**config.mk**
```make
export PLATFORM = sky130hd
export DESIGN_NAME = posit_encoder_pipe_flat
export DESIGN_NICKNAME = d
export VERILOG_FILES = /design/src/rtl/posit_encoder_pipe_if.sv /design/src/rtl/posit_encoder_pipe.sv /design/src/flat_wrapper.sv
export SDC_FILE = /design/constraint.sdc
export NUM_CORES = 1
export LEC_CHECK = 0
export CORE_ASPECT_RATIO = 0.75
export CORE_MARGIN = 2
export CORE_UTILIZATION = 60
export CTS_BUF_LIST = sky130_fd_sc_hd__clkbuf_16
export CTS_CLUSTER_SIZE = 12
export DETAILED_ROUTE_END_ITERATION = 16
export PLACE_DENSITY = 0.87
export SLEW_MARGIN = 30
export SYNTH_ARGS = -nofsm -noshare
export SYNTH_HDL_FRONTEND = slang
export SYNTH_SLANG_ARGS = --single-unit
export TNS_END_PERCENT = 10
```
**constraint.sdc**
```tcl
create_clock -name clk_i -period 9.8 [get_ports clk_i]
set_input_delay 2.94 -clock clk_i [delete_from_list [all_inputs] [get_ports clk_i]]
set_output_delay 2.94 -clock clk_i [all_outputs]
set_load 0.03 [all_outputs]
```
**src/rtl/posit_encoder_pipe_if.sv**
```systemverilog
// Stream interface for the FIR-to-posit encoder: fir_t input beat and posit_t result,
// each with its own valid/ready pair.
interface posit_encoder_pipe_if #(
    parameter int N        = 16,
    parameter int ES       = 1,
    parameter int EXT_BITS = 8
);
    localparam int TE_BITS   = $clog2(N) + ES + 2;
    localparam int MANT_SIZE = N - ES - 2;

    typedef struct packed {
        logic                        sign;
        logic signed [TE_BITS-1:0]   total_exponent;
        logic        [MANT_SIZE-1:0] mant;
    } fir_t;

    typedef logic [N-1:0] posit_t;

    logic                valid_i;
    logic                ready_o;
    fir_t                fir_i;
    logic [EXT_BITS-1:0] frac_ext_i;
    logic                sticky_i;
    logic                is_zero_i;
    logic                is_nar_i;
    logic                valid_o;
    logic                ready_i;
    posit_t              posit_o;

    modport master (
        output valid_i, fir_i, frac_ext_i, sticky_i, is_zero_i, is_nar_i, ready_i,
        input  ready_o, valid_o, posit_o
    );

    modport slave (
        input  valid_i, fir_i, frac_ext_i, sticky_i, is_zero_i, is_nar_i, ready_i,
        output ready_o, valid_o, posit_o
    );
endinterface

```
**src/rtl/posit_encoder_pipe.sv**
```systemverilog
// Two-stage elastic FIR-to-posit encoder: stage 1 packs regime/exponent/fraction and
// extracts guard/sticky, stage 2 rounds to nearest-even, saturates and applies the sign.
module posit_encoder_pipe #(
    parameter int N        = 16,
    parameter int ES       = 1,
    parameter int EXT_BITS = 8
) (
    input  logic                  clk_i,
    input  logic                  rst_ni,
    posit_encoder_pipe_if.slave   bus
);
    localparam int TE_BITS   = $clog2(N) + ES + 2;
    localparam int MANT_SIZE = N - ES - 2;
    localparam int TAIL_W    = ES + MANT_SIZE - 1 + EXT_BITS;
    localparam int XW        = 2 + TAIL_W + N;
    localparam int SH_W      = $clog2(N);

    localparam logic        [TE_BITS-1:0] SH_MAX = TE_BITS'(N - 1);
    localparam logic signed [TE_BITS-1:0] K_MAX  = TE_BITS'(N - 2);
    localparam logic signed [TE_BITS-1:0] K_MIN  = TE_BITS'(-(N - 2));

    logic                      s1_valid_r;
    logic                      valid_o_r;
    logic [N-1:0]              posit_r;
    logic                      s2_ready_s;
    logic                      ready_s;

    logic signed [TE_BITS-1:0] te_s;
    logic signed [TE_BITS-1:0] k_s;
    logic                      neg_s;
    logic        [TE_BITS-1:0] run_s;
    logic        [SH_W-1:0]    shamt_s;
    logic        [TAIL_W-1:0]  tail_s;
    logic signed [XW-1:0]      str_s;
    logic signed [XW-1:0]      str_sh_s;
    logic        [N-2:0]       body_s;
    logic                      guard_s;
    logic                      sticky_s;
    logic                      sat_max_s;
    logic                      sat_min_s;

    logic [N-2:0]              body_r;
    logic                      guard_r;
    logic                      sticky_r;
    logic                      sign_r;
    logic                      zero_r;
    logic                      nar_r;
    logic                      sat_max_r;
    logic                      sat_min_r;

    logic                      round_s;
    logic [N-1:0]              body_rnd_s;
    logic [N-2:0]              mag_s;
    logic [N-1:0]              posit_s;

    assign s2_ready_s  = !valid_o_r || bus.ready_i;
    assign ready_s     = !s1_valid_r || s2_ready_s;
    assign bus.ready_o = ready_s;
    assign bus.valid_o = valid_o_r;
    assign bus.posit_o = posit_r;

    assign te_s  = $signed(bus.fir_i.total_exponent);
    assign k_s   = te_s >>> ES;
    assign neg_s = k_s[TE_BITS-1];

    generate
        if (ES > 0) begin : g_es_field
            assign tail_s = {te_s[ES-1:0], bus.fir_i.mant[MANT_SIZE-2:0], bus.frac_ext_i};
        end else begin : g_no_es_field
            assign tail_s = {bus.fir_i.mant[MANT_SIZE-2:0], bus.frac_ext_i};
        end
    endgenerate

    // Stage-1 packing: regime run length from k, then one arithmetic shift builds the string.
    always_comb begin
        run_s = neg_s ? ~k_s : k_s;
        if (run_s > SH_MAX) begin
            shamt_s = SH_W'(N - 1);
        end else begin
            shamt_s = run_s[SH_W-1:0];
        end
        // Seed "10" (k>=0, ones fill from the left) or "01" (k<0, zeros fill from the left).
        str_s     = {~neg_s, neg_s, tail_s, {N{1'b0}}};
        str_sh_s  = str_s >>> shamt_s;
        body_s    = str_sh_s[XW-1 -: N-1];
        guard_s   = str_sh_s[XW-N];
        sticky_s  = (|str_sh_s[XW-N-1:0]) | bus.sticky_i;
        sat_max_s = (k_s >= K_MAX);
        sat_min_s = (k_s <  K_MIN);
    end

    // Stage-1 registers: loaded whenever the stage is empty or drains this cycle.
    always_ff @(posedge clk_i or negedge rst_ni) begin
        if (!rst_ni) begin
            s1_valid_r <= 1'b0;
            body_r     <= {(N-1){1'b0}};
            guard_r    <= 1'b0;
            sticky_r   <= 1'b0;
            sign_r     <= 1'b0;
            zero_r     <= 1'b0;
            nar_r      <= 1'b0;
            sat_max_r  <= 1'b0;
            sat_min_r  <= 1'b0;
        end else if (ready_s) begin
            s1_valid_r <= bus.valid_i;
            if (bus.valid_i) begin
                body_r    <= body_s;
                guard_r   <= guard_s;
                sticky_r  <= sticky_s;
                sign_r    <= bus.fir_i.sign;
                zero_r    <= bus.is_zero_i;
                nar_r     <= bus.is_nar_i;
                sat_max_r <= sat_max_s;
                sat_min_r <= sat_min_s;
            end
        end
    end

    assign round_s    = guard_r & (sticky_r | body_r[0]);
    assign body_rnd_s = {1'b0, body_r} + {{(N-1){1'b0}}, round_s};

    // Stage-2 rounding, saturation and sign; a nonzero value never collapses to 0 or NaR.
    always_comb begin
        mag_s   = {(N-1){1'b0}};
        posit_s = {N{1'b0}};
        if (sat_max_r || body_rnd_s[N-1]) begin
            mag_s = {(N-1){1'b1}};
        end else if (sat_min_r || (body_rnd_s[N-2:0] == {(N-1){1'b0}})) begin
            mag_s = {{(N-2){1'b0}}, 1'b1};
        end else begin
            mag_s = body_rnd_s[N-2:0];
        end
        if (nar_r) begin
            posit_s = {1'b1, {(N-1){1'b0}}};
        end else if (zero_r) begin
            posit_s = {N{1'b0}};
        end else if (sign_r) begin
            posit_s = ~{1'b0, mag_s} + {{(N-1){1'b0}}, 1'b1};
        end else begin
            posit_s = {1'b0, mag_s};
        end
    end

    // Stage-2 output register: holds while the consumer stalls.
    always_ff @(posedge clk_i or negedge rst_ni) begin
        if (!rst_ni) begin
            valid_o_r <= 1'b0;
            posit_r   <= {N{1'b0}};
        end else if (s2_ready_s) begin
            valid_o_r <= s1_valid_r;
            if (s1_valid_r) begin
                posit_r <= posit_s;
            end
        end
    end
endmodule

```
**src/flat_wrapper.sv**
```systemverilog
// flat-port wrapper written by rule: the top's interface ports become plain ports
module posit_encoder_pipe_flat 
#(
    parameter int N        = 16,
    parameter int ES       = 1,
    parameter int EXT_BITS = 8
)
  (clk_i, rst_ni, bus_valid_i, bus_fir_i, bus_frac_ext_i, bus_sticky_i, bus_is_zero_i, bus_is_nar_i, bus_ready_i, bus_ready_o, bus_valid_o, bus_posit_o);
  posit_encoder_pipe_if #(.N(N), .ES(ES), .EXT_BITS(EXT_BITS)) bus_i ();
  input  logic clk_i;
  input  logic rst_ni;
  input wire logic [$bits(bus_i.valid_i)-1:0] bus_valid_i;
  input wire logic [$bits(bus_i.fir_i)-1:0] bus_fir_i;
  input wire logic [$bits(bus_i.frac_ext_i)-1:0] bus_frac_ext_i;
  input wire logic [$bits(bus_i.sticky_i)-1:0] bus_sticky_i;
  input wire logic [$bits(bus_i.is_zero_i)-1:0] bus_is_zero_i;
  input wire logic [$bits(bus_i.is_nar_i)-1:0] bus_is_nar_i;
  input wire logic [$bits(bus_i.ready_i)-1:0] bus_ready_i;
  output wire logic [$bits(bus_i.ready_o)-1:0] bus_ready_o;
  output wire logic [$bits(bus_i.valid_o)-1:0] bus_valid_o;
  output wire logic [$bits(bus_i.posit_o)-1:0] bus_posit_o;
  assign bus_i.valid_i = bus_valid_i;
  assign bus_i.fir_i = bus_fir_i;
  assign bus_i.frac_ext_i = bus_frac_ext_i;
  assign bus_i.sticky_i = bus_sticky_i;
  assign bus_i.is_zero_i = bus_is_zero_i;
  assign bus_i.is_nar_i = bus_is_nar_i;
  assign bus_i.ready_i = bus_ready_i;
  assign bus_ready_o = bus_i.ready_o;
  assign bus_valid_o = bus_i.valid_o;
  assign bus_posit_o = bus_i.posit_o;
  posit_encoder_pipe #(.N(N), .ES(ES), .EXT_BITS(EXT_BITS)) u_core (.clk_i(clk_i), .rst_ni(rst_ni), .bus(bus_i));
endmodule
```
Word-level counts from Yosys, hierarchy flattened. Cells that the tools add are included. Widths: inputs -> output; s select.

Bitwise operators: 6. Magnitude comparators: 3. Reductions and logical operators: 10. Add/sub/neg operators: 2. Shift operators: 1. Muxes and demuxes: 7.

Operators by type and width (number): $mux 16 (3); $sshr 39x4->39 (1); $mux 15 (2); $reduce_or 23->1 (1); $add 15x1->16 (1); $add 16x1->16 const B (1); $not 15->16 (1); $logic_not 15->1 (1); $gt 7x4->1 const B (1); $mux 7 (1); $not 6->7 (1); $ge 6x5->1 const B (1); $lt 6x5->1 const B (1); $logic_or 1x1->1 (4); $mux 4 (1); $reduce_and 2->1 (2); $logic_not 1->1 (2); $or 1x1->1 (2); $and 1x1->1 (1); $not 1->1 (1).

Bits in registers: 40.

Logic depth before layout (Yosys ltp).
Depth after elaboration: 12. Depth in mapped cells: 19. Gate-level depth less buffers: 16.

Worst setup path after synthesis. OpenSTA, ideal clock, no wires.

Kind: input -> output. Start point: input bus_ready_i. End point: output bus_ready_o. Arrival time: 3301 ps. Stages: 1. Path slack: 3559 ps. Data required time: 6860 ps. Cell sequence: nand3b_1.

Cells in the longest elaborated chain, start to end: 2.

RTL lines: from (decl) (line flat_wrapper.sv:18) `input wire logic [$bits(bus_i.ready_i)-1:0] bus_ready_i;`; $logic_or 1x1->1 (line posit_encoder_pipe.sv:56) `assign s2_ready_s = !valid_o_r || bus.ready_i;`; $logic_or 1x1->1 (line posit_encoder_pipe.sv:57) `assign ready_s = !s1_valid_r || s2_ready_s;`; to (decl) (line flat_wrapper.sv:19) `output wire logic [$bits(bus_i.ready_o)-1:0] bus_ready_o;`.

Every way passes these cells.

Worst setup path after layout. Ends and elaborated chain as after synthesis.

==> flow_summary.json <==
{
  "floorplan.initialDensity": 0.630,
  "drc": 0,
  "status": "completed",
  "detail_route.vias_per_cell": 6.54,
  "final.fill_count": 476,
  "clk_latency_ns": 0.29,
  "synthesis.area_mm2": 0.00371,
  "netlist.top_cell.by_area": "sky130_fd_sc_hd__dfrtp_1",
  "seq_area_mm2": 0.00100,
  "final.period_utilization": 0.737,
  "yosys_warnings": 0,
  "synth_area_leaders": "sky130_fd_sc_hd__dfrtp_1 (27%), sky130_fd_sc_hd__o21ai_0 (9.6%), sky130_fd_sc_hd__nand2_1 (6.4%)",
  "fin_skew_ns": 0.00423,
  "crit_fanout": 4,
  "finalWirelength_um": 9660,
  "place.detailed.hpwl_um": 6990,
  "place.port_buffers": 52,
  "route.antenna.remaining_nets": 0,
  "critPathRequiredTime_ns": 6.86,
  "critical_path.slowest_cell": "sky130_fd_sc_hd__clkdlybuf4s50_1",
  "firstDrtPassIters": 5,
  "first_global_vias": 3463,
  "timing.slew.headroom": 0.440,
  "postSynthAreaPerCell_um2": 7.77,
  "routed_wire_length_per_instance_um": 16.7,
  "sequential_element_share_of_the_synthesized_area": 0.270,
  "globalplace.congestion": 0.954,
  "synth-async-reset-ratio": 1.00,
  "postCtsSetupBuffers": 0,
  "worst_pin_slew_ns": 0.840,
  "global_route.usage.total": 0.305,
  "cellLeakagePower_nw": 1.66,
  "dominantRegCellSynth": "sky130_fd_sc_hd__dfrtp_1",
  "cp_peak_stage_delay_ns": 0.69,
  "synth_cells": 477,
  "timing.critical_path.to_type": "output port",
  "maxCapViolations": 0,
  "rsz0062_at_grt": "false",
  "ctsLongestPathBuffers": 2,
  "cts_sinks": 40,
  "first_iter_violations": 416,
  "cts_made_buffers": 5,
  "cts_tree": "yes",
  "die_area_mm2": 0.00683,
  "crit_top_cell": "sky130_fd_sc_hd__clkdlybuf4s50_1",
  "peakVddDrop_mv": 0.122,
  "clk_root_buffer_cell": "sky130_fd_sc_hd__clkbuf_16",
  "ctsHtreeMaxLevel": 2,
  "fraction_of_final_layout_cells_sized_beyond_drive_strength_1": 0.0782,
  "core_region_area_mm2": 0.00589,
  "min_path_type": "register to register",
  "critical_path.cell_chain": "clkdlybuf4s50_1 -> nand3b_1 -> clkdlybuf4s50_1",
  "largest_net_degree_at_the_start_of_global_routing": 41,
  "die_w_um": 94.8,
  "yosysTopAreaCellShare": 0.270,
  "finalSetupTns_ns": 0,
  "multi_input_area_mm2": 0.00245,
  "synth.net_count": 518,
  "synthesis_stage_register_bit_count": 40,
  "number_of_nets_in_the_finished_design": 539,
  "worst_ep_arrival_time_ns": 4.28,
  "netlist-cell-type-count": 72,
  "power-per-cell-area_mw_per_mm2": 172,
  "ios": 54,
  "die_span_y_um": 72.1,
  "min_period_ns": 7.22,
  "flow.area_growth_from_synthesis_pct": 15.7,
  "finalHoldViolations": 0,
  "max_slew_vio_count": 0,
  "synth_edf_count": 0,
  "worst_setup_path_start_kind": "primary input",
  "finalHoldWorstSlack_ns": 0.480,
  "num_vias": 3773,
  "hold_buffers": 0,
  "maxClockFrequency_mhz": 138,
  "cts_repair_resize_count": 0,
  "path_clk_slew_ns": 0.05,
  "row_count": 24,
  "antenna_found_initial": 0,
  "insertedDiodeCount": 0,
  "finalSetupViolations": 0,
  "category_of_the_most_critical_setup_path": "primary input to output port",
  "global_route_wire_length_before_repair_um": 16600,
  "power_w": 0.000736,
  "grt-ovfl-total": 0
}
worst max-delay path, delay by kind of cell:
family | cells | cell delay, ns
AND/OR/NAND/NOR | 1 | 0.17
buffers and inverters | 2 | 1.17
routing by layer:
metal  vias up  track usage  share of wire  wire [µm]
li1       1801            -              -          -
met1      1758        0.469           0.46       4420
met2       204        0.445           0.44       4270
met3        10       0.0467          0.092        884
met4         0       0.0902         0.0088         85
met5         -            0              0          0
synthesized netlist by cell type, types with 8 or more instances:
cell type / instances
sky130_fd_sc_hd__inv_1: 9
sky130_fd_sc_hd__clkbuf_1: 22
sky130_fd_sc_hd__nand3_1: 19
sky130_fd_sc_hd__dfrtp_1: 40
sky130_fd_sc_hd__buf_2: 10
sky130_fd_sc_hd__xnor2_1: 16
sky130_fd_sc_hd__a21oi_1: 33
sky130_fd_sc_hd__nand2_1: 63
sky130_fd_sc_hd__o21ai_0: 71
sky130_fd_sc_hd__a211oi_1: 8
sky130_fd_sc_hd__nor3_1: 8
sky130_fd_sc_hd__xor2_1: 13
sky130_fd_sc_hd__nor2_1: 28
stage by stage:
step	setup slack [ns]	cell area [µm²]	utilization	cells
6_report	2.58	4290	0.729	577
5_1_grt	2.54	4290	0.729	577
4_1_cts	2.58	4280	0.728	577
3_5_place_dp	2.59	4120	0.700	569
3_3_place_gp	2.62	4120	0.700	569
2_1_floorplan	3.56	3710	-	477
sequential cells by signal, indices dropped and copies added (netlist names):
register            flops
u_core.body_r          15
u_core.bus.posit_o     16
u_core.bus.valid_o      1
u_core.guard_r          1
u_core.nar_r            1
u_core.s1_valid_r       1
u_core.sat_max_r        1
u_core.sat_min_r        1
u_core.sign_r           1
u_core.sticky_r         1
u_core.zero_r           1
cell families after synthesis:
kind of cell | count (synthesis) | share of synthesized area
compound gates | 170 | 0.292
simple gates | 163 | 0.211
buf+inv | 50 | 0.0695
flops | 40 | 0.270
xor+xnor | 31 | 0.0773
mux | 18 | 0.0644
fa+ha+maj | 5 | 0.0169
cell usage in the layout (no fill, tap or decap), types with 3 or more instances in the layout:
| cell type | Yosys | routed |
|---|---|---|
| sky130_fd_sc_hd__a211oi_1 | 8 | 8 |
| sky130_fd_sc_hd__a21oi_1 | 33 | 33 |
| sky130_fd_sc_hd__a221o_1 | 3 | 3 |
| sky130_fd_sc_hd__a31oi_1 | 7 | 7 |
| sky130_fd_sc_hd__a32oi_1 | 6 | 6 |
| sky130_fd_sc_hd__and2_1 | 3 | 3 |
| sky130_fd_sc_hd__and3_1 | 5 | 5 |
| sky130_fd_sc_hd__buf_4 | 4 | 4 |
| sky130_fd_sc_hd__clkbuf_16 | 0 | 5 |
| sky130_fd_sc_hd__clkdlybuf4s50_1 | 0 | 51 |
| sky130_fd_sc_hd__dfrtp_1 | 40 | 40 |
| sky130_fd_sc_hd__ha_1 | 5 | 4 |
| sky130_fd_sc_hd__inv_1 | 9 | 10 |
| sky130_fd_sc_hd__mux2_2 | 7 | 7 |
| sky130_fd_sc_hd__mux2i_1 | 7 | 7 |
| sky130_fd_sc_hd__mux4_2 | 4 | 4 |
| sky130_fd_sc_hd__nand2_1 | 63 | 63 |
| sky130_fd_sc_hd__nand2b_1 | 7 | 7 |
| sky130_fd_sc_hd__nand3_1 | 19 | 19 |
| sky130_fd_sc_hd__nand4_1 | 7 | 7 |
| sky130_fd_sc_hd__nor2_1 | 28 | 28 |
| sky130_fd_sc_hd__nor3_1 | 8 | 8 |
| sky130_fd_sc_hd__nor4_1 | 4 | 4 |
| sky130_fd_sc_hd__o211ai_1 | 3 | 3 |
| sky130_fd_sc_hd__o21a_1 | 3 | 3 |
| sky130_fd_sc_hd__o21ai_0 | 71 | 71 |
| sky130_fd_sc_hd__o21ai_1 | 3 | 3 |
| sky130_fd_sc_hd__o22ai_1 | 3 | 3 |
| sky130_fd_sc_hd__o31ai_1 | 3 | 3 |
| sky130_fd_sc_hd__or3_1 | 4 | 4 |
| sky130_fd_sc_hd__xnor2_1 | 16 | 16 |
| sky130_fd_sc_hd__xor2_1 | 13 | 13 |
layout make-up:
type                    instances  area share
flip-flops and latches         40       0.233
inverters                       9     0.00788
multi-input cells             387       0.572
clock inverters                 3     0.00904
clock buffers                   5      0.0292
well taps                      78      0.0228
repair buffers                 55       0.126
power by group:
group | switching, W | internal (W) | leakage [nW]
sequential | 0.0000458 | 0.000198 | 0.496
clock | 0.0000637 | 0.000119 | 0.0850
combinational | 0.000177 | 0.000133 | 1.08
total | 0.000286 | 0.000450 | 1.66
path summary, 6_finish.rpt:
check,slack (ns),from,cells past startpoint,end
worst max-delay path,2.58,bus_ready_i,3,bus_ready_o
worst min register to register,0.48,u_core.bus.posit_o[2],2,u_core.bus.posit_o[2]
worst min-delay path,0.48,u_core.bus.posit_o[2],2,u_core.bus.posit_o[2]
min in group asynchronous,2.63,rst_ni,1,u_core.body_r[3]
max in group asynchronous,6.81,rst_ni,1,u_core.bus.posit_o[12]
worst max register to register,5.29,u_core.body_r[0],15,u_core.bus.posit_o[14]
No activity file was read; power rests on OpenSTA's default activity.
